`config.mk`:
```
export PLATFORM = sky130hd
export DESIGN_NAME = playground
export DESIGN_NICKNAME = d
export VERILOG_FILES = /design/src/rtl/playground.sv
export SDC_FILE = /design/constraint.sdc
export NUM_CORES = 1
export LEC_CHECK = 0
export BUFFER_PORTS_ARGS = -buffer_cell sky130_fd_sc_hd__buf_2
export CAP_MARGIN = 20
export CORE_MARGIN = 2
export CORE_UTILIZATION = 30
export CTS_BUF_LIST = sky130_fd_sc_hd__clkbuf_16
export CTS_CLUSTER_DIAMETER = 100
export DETAILED_ROUTE_END_ITERATION = 16
export PLACE_DENSITY = 0.48
export SLEW_MARGIN = 25
export SYNTH_ARGS = -nofsm -noshare
export SYNTH_HDL_FRONTEND = slang
export SYNTH_SLANG_ARGS = --single-unit
```
`constraint.sdc`:
```
create_clock -name i_Clk -period 2.62 [get_ports i_Clk]
set_input_delay 0.262 -clock i_Clk [delete_from_list [all_inputs] [get_ports i_Clk]]
set_output_delay 0.262 -clock i_Clk [all_outputs]
set_load 0.01 [all_outputs]
```
`src/rtl/playground.sv`:
```
// +----------------------------------------------------------------------------+
// | Module      : playground                                                   |
// | Description : Two push-button counters. Each raw switch is synchronized,   |
// |               debounced and release-detected. Each release increments a    |
// |               4-bit counter that drives a registered, active-low 7-segment |
// |               digit.                                                       |
// |               Optional macro PLAYGROUND_DECIMAL_EN limits both counters to |
// |               0-9 (wrap 9->0). Without it they count 0-F.                  |
// | Revision    : 1.0 - initial release                                        |
// +----------------------------------------------------------------------------+
`default_nettype none

module playground #(
  parameter int DEBOUNCE_LIMIT = 8
) (
  input  logic i_Clk,
  input  logic i_Rst_L,
  input  logic i_Switch_1,
  input  logic i_Switch_2,
  output logic o_Segment1_A,
  output logic o_Segment1_B,
  output logic o_Segment1_C,
  output logic o_Segment1_D,
  output logic o_Segment1_E,
  output logic o_Segment1_F,
  output logic o_Segment1_G,
  output logic o_Segment2_A,
  output logic o_Segment2_B,
  output logic o_Segment2_C,
  output logic o_Segment2_D,
  output logic o_Segment2_E,
  output logic o_Segment2_F,
  output logic o_Segment2_G
);

  // Debounce counter must be able to hold DEBOUNCE_LIMIT-1.
  localparam int c_cnt_w = (DEBOUNCE_LIMIT > 1) ? $clog2(DEBOUNCE_LIMIT) : 1;
  localparam logic [c_cnt_w-1:0] c_db_last = c_cnt_w'(DEBOUNCE_LIMIT - 1);

  // Digit pattern for "0" (segments A..G, active-low): held while in reset.
  localparam logic [6:0] c_seg_zero = 7'b0000001;

  // Hex to active-low 7-segment pattern, bit 6 = A ... bit 0 = G.
  function automatic logic [6:0] hex_to_seg(input logic [3:0] value);
    logic [6:0] lit;
    lit = 7'b0000000;
    case (value)
      4'h0: lit = 7'b1111110;
      4'h1: lit = 7'b0110000;
      4'h2: lit = 7'b1101101;
      4'h3: lit = 7'b1111001;
      4'h4: lit = 7'b0110011;
      4'h5: lit = 7'b1011011;
      4'h6: lit = 7'b1011111;
      4'h7: lit = 7'b1110000;
      4'h8: lit = 7'b1111111;
      4'h9: lit = 7'b1111011;
      4'hA: lit = 7'b1110111;
      4'hB: lit = 7'b0011111;
      4'hC: lit = 7'b1001110;
      4'hD: lit = 7'b0111101;
      4'hE: lit = 7'b1001111;
      4'hF: lit = 7'b1000111;
      default: lit = 7'b0000000;
    endcase
    return ~lit;
  endfunction

  logic [1:0] w_sw_raw;
  assign w_sw_raw = {i_Switch_2, i_Switch_1};

  // One identical channel per switch: sync -> debounce -> release -> count -> decode.
  for (genvar gi = 0; gi < 2; gi++) begin : g_chan
    logic               r_meta;
    logic               r_sync;
    logic               r_filt;
    logic               r_filt_d;
    logic [c_cnt_w-1:0] r_db_cnt;
    logic [3:0]         r_count;
    logic [6:0]         r_seg;
    logic               w_release;

    // Two-flop synchronizer for the asynchronous switch input.
    always_ff @(posedge i_Clk or negedge i_Rst_L) begin
      if (!i_Rst_L) begin
        r_meta <= 1'b0;
        r_sync <= 1'b0;
      end else begin
        r_meta <= w_sw_raw[gi];
        r_sync <= r_meta;
      end
    end

    // Accept a new level only after it has differed for DEBOUNCE_LIMIT cycles.
    always_ff @(posedge i_Clk or negedge i_Rst_L) begin
      if (!i_Rst_L) begin
        r_filt   <= 1'b0;
        r_db_cnt <= '0;
      end else if (r_sync != r_filt) begin
        if (r_db_cnt == c_db_last) begin
          r_filt   <= r_sync;
          r_db_cnt <= '0;
        end else begin
          r_db_cnt <= r_db_cnt + 1'b1;
        end
      end else begin
        r_db_cnt <= '0;
      end
    end

    // Delayed copy of the filtered level for falling-edge (release) detection.
    always_ff @(posedge i_Clk or negedge i_Rst_L) begin
      if (!i_Rst_L) begin
        r_filt_d <= 1'b0;
      end else begin
        r_filt_d <= r_filt;
      end
    end

    assign w_release = r_filt_d & ~r_filt;

    // Count releases, wrapping at the top of the configured range.
    always_ff @(posedge i_Clk or negedge i_Rst_L) begin
      if (!i_Rst_L) begin
        r_count <= 4'd0;
      end else if (w_release) begin
`ifdef PLAYGROUND_DECIMAL_EN
        if (r_count >= 4'd9) begin
          r_count <= 4'd0;
        end else begin
          r_count <= r_count + 4'd1;
        end
`else
        r_count <= r_count + 4'd1;
`endif
      end
    end

    // Registered segment decode, one cycle behind the counter.
    always_ff @(posedge i_Clk or negedge i_Rst_L) begin
      if (!i_Rst_L) begin
        r_seg <= c_seg_zero;
      end else begin
        r_seg <= hex_to_seg(r_count);
      end
    end
  end

  assign {o_Segment1_A, o_Segment1_B, o_Segment1_C, o_Segment1_D,
          o_Segment1_E, o_Segment1_F, o_Segment1_G} = g_chan[0].r_seg;
  assign {o_Segment2_A, o_Segment2_B, o_Segment2_C, o_Segment2_D,
          o_Segment2_E, o_Segment2_F, o_Segment2_G} = g_chan[1].r_seg;

endmodule

`default_nettype wire

```
==> flow_summary.json <==
{
  "grt_max_degree": 37,
  "synthFlopType": "dfrtp_1",
  "worstPathCellList": "inv_1, ha_1, inv_1, mux4_2",
  "p_leak_nw": 0.902,
  "postLayoutCoreUtil_pct": 37.5,
  "path_buf_inv": 2,
  "cp-start-kind": "flip-flop",
  "yosys.area.top_type": "dfrtp_1",
  "fin_crit_sh_pct": 58.9,
  "fmax_mhz": 648,
  "drt-initial-drc-count": 56,
  "status": "finished, final reports clean",
  "drt-total-wl_um": 2660,
  "synth-simple-area-share_pct": 11.7,
  "syn_to_final_growth_pct": 18.7,
  "avgRoutedWirePerCell_um": 12.0,
  "synth-edff-count": 0,
  "multi_input_area_um2": 679,
  "post-route-cell-area_um2": 1940,
  "firstDrtPassIters": 4,
  "pin_count": 18,
  "cts_hold_buf": 0,
  "synth-compound-area-share_pct": 6.73,
  "async_flop_share_pct": 100,
  "ant_nets": 0,
  "num_antenna_cells": 0,
  "grt_pass1_wl_um": 4660,
  "cpPeakStageDelay_ns": 0.44,
  "hold_viol": 0,
  "slew_headroom_pct": 48.0,
  "arrival_ns": 1.69,
  "gp_routability_congestion": 0.788,
  "synthXorXnorAreaFrac_pct": 4.28,
  "setup.worst_path.class": "flip-flop to flip-flop",
  "rows": 26,
  "power.density_nw_per_um2": 1190,
  "crit_path_end_kind": "flip-flop",
  "critPathSlowestCell": "dfrtp_1",
  "drc": 0,
  "ys_top_cells_by_area": "dfrtp_1 52%, ha_1 12%, xnor2_1 3.7%, dfstp_2 3.2%, mux4_2 2.8%",
  "max-cap-violations": 0,
  "yosysWarnings": 0,
  "clock_latency_ns": 0.28,
  "syn_avg_cell_area_um2": 12.4,
  "vias_per_cell": 4.34,
  "yosysUniqueCellTypes": 31,
  "grt_pass1_vias": 998,
  "fin_nets": 171,
  "synthMuxAreaShare_pct": 6.58,
  "io_buffers": 17,
  "rsz0062_at_grt": "no",
  "worst_pin_slew_ns": 0.780,
  "cts.sinks": 36,
  "required_ns": 2.77,
  "syn_area_um2": 1640,
  "root_buffer": "clkbuf_16",
  "grt_antenna_before_repair": 0,
  "cts_tree": "done",
  "synth_top_area_share_pct": 52.0,
  "dpl_cell_area_um2": 1780,
  "htree_levels": 2,
  "numCtsBuffers": 5,
  "synth.yosys.seq_area_share_pct": 55.2,
  "initial_core_util_pct": 31.6,
  "synth-adder-area-share_pct": 12.2,
  "ys_seq_elements": 36,
  "syn_inst": 132,
  "period_minus_slack_ns": 1.54,
  "clkTransAtPathRegs_ns": 0.05,
  "vias": 963,
  "nFillCells": 500,
  "synth_top_family_by_area": "adder cells",
  "die_area_um2": 6060,
  "clk_path_buf_depth": 2,
  "maxSlewViolCount": 0,
  "die_w_um": 77.8,
  "final_layout_size_suffix_gt1_share_pct": 19.7,
  "setup_viol": 0,
  "worst_path_most_repeated_cell": "inv_1",
  "finClkSkew_ns": 0.00428,
  "post_cts_buffers": 0,
  "synth_fp_nets": 152,
  "cp_max_fo": 6,
  "hold_path.class": "primary input to asynchronous set/reset pin",
  "hpwl_um": 1910,
  "setup_tns_ns": 0,
  "regArea_um2": 903,
  "post_cts_resized": 0,
  "overflow": 0,
  "die_h_um": 77.8,
  "critPathTopFamily": "flip-flops",
  "core_area_um2": 5170,
  "grtUsageTotal_pct": 10.3,
  "peakVddDrop_mv": 0.333
}
-- registers in the layout, summed over array words and instances, names as in the netlist --
| signal | count |
|---|---|
| g_chan.r_db_cnt | 6 |
| g_chan.r_count | 8 |
| g_chan.r_meta | 2 |
| g_chan.r_seg | 14 |
| g_chan.r_sync | 2 |
| g_chan.r_filt | 2 |
| g_chan.r_filt_d | 2 |
-- cells in the mapped netlist (2+ instances only) --
master,n
mux4_2,2
a31oi_1,2
mux2i_1,4
and2_1,2
nand2b_1,2
buf_4,2
a21oi_1,5
xnor2_1,7
buf_2,3
nor2_1,8
nand3_1,2
ha_1,16
nor3b_1,2
o21ai_0,6
nand4_1,2
dfstp_2,2
nand2_1,7
dfrtp_1,34
inv_1,6
nor2b_1,6
mux2_2,2
-- metrics by stage --
step	hold slack (ns)	instances	worst slack, ns	power, W
floorplan	-0.0336	132	1.19	0.00145
CTS	0.0793	222	1.07	0.00235
detailed placement	0.338	214	1.06	0.00169
global placement	0.335	214	1.16	0.00165
global route	0.0793	222	1.00	0.00250
finish	0.0576	222	1.08	0.00231
-- path summary, 6_finish.rpt --
path / startpoint / endpoint / slack (ns) / cells past startpoint
setup / recovery: g_chan[0].r_count[0] / g_chan[0].r_seg[3] / 1.08 / 4
hold / removal: i_Rst_L / g_chan[0].r_seg[2] / 0.06 / 1
setup reg to reg: g_chan[0].r_count[0] / g_chan[0].r_seg[3] / 1.08 / 4
hold reg to reg: g_chan[1].r_meta / g_chan[1].r_sync / 0.35 / 0
max in group asynchronous: i_Rst_L / g_chan[0].r_sync / 2.05 / 1
min in group i_Clk: i_Switch_2 / g_chan[1].r_meta / 0.09 / 1
-- cell families after synthesis --
kind of cell,after synthesis
xor gates and xnor gates,8
AOI/OAI and AO/OA,18
adders and majority gates,16
and+or+nand+nor,35
buffers and inverters,11
muxes,8
DFF,36
-- power by group --
part | switching (W) | internal, W
combinational | 0.000388 | 0.000352
sequential | 0.000153 | 0.000767
clock | 0.000209 | 0.000441
-- layer usage --
metal / part of all wire, % / wire length, µm / track usage (%) / vias up
met1: 47 / 1260 / 12.2 / 459
met3: 5.2 / 139 / 4.77 / 6
met4: 2.2 / 59 / 5.36 / 0
met2: 45 / 1200 / 15.6 / 15
li1: - / - / - / 483
met5: 0 / 0 / 0 / -
-- cells in the final DEF, fill, tap and decap left out, types with 4 or more instances in the layout --
master,count
dfrtp_1,34
buf_2,17
ha_1,16
nor2_1,8
nand2_1,7
xnor2_1,7
o21ai_0,6
inv_1,6
nor2b_1,6
a21oi_1,5
clkbuf_16,5
mux2i_1,4
-- worst register-to-register path, stage by stage, from the launching register on --
cell and delay [ns]:
dfrtp_1 0.44, inv_1 0.15, ha_1 0.34, inv_1 0.05, mux4_2 0.43
-- area by class of cell --
| class | instances | share of cell area (%) |
|---|---|---|
| timing repair buffer | 17 | 4.38 |
| inverter | 6 | 1.16 |
| clock inverter | 3 | 1.93 |
| sequential | 36 | 46.6 |
| tap | 70 | 4.51 |
| multi-input combinational | 85 | 35.0 |
| clock buffer | 5 | 6.45 |
Power figures use the tool's default switching activity.
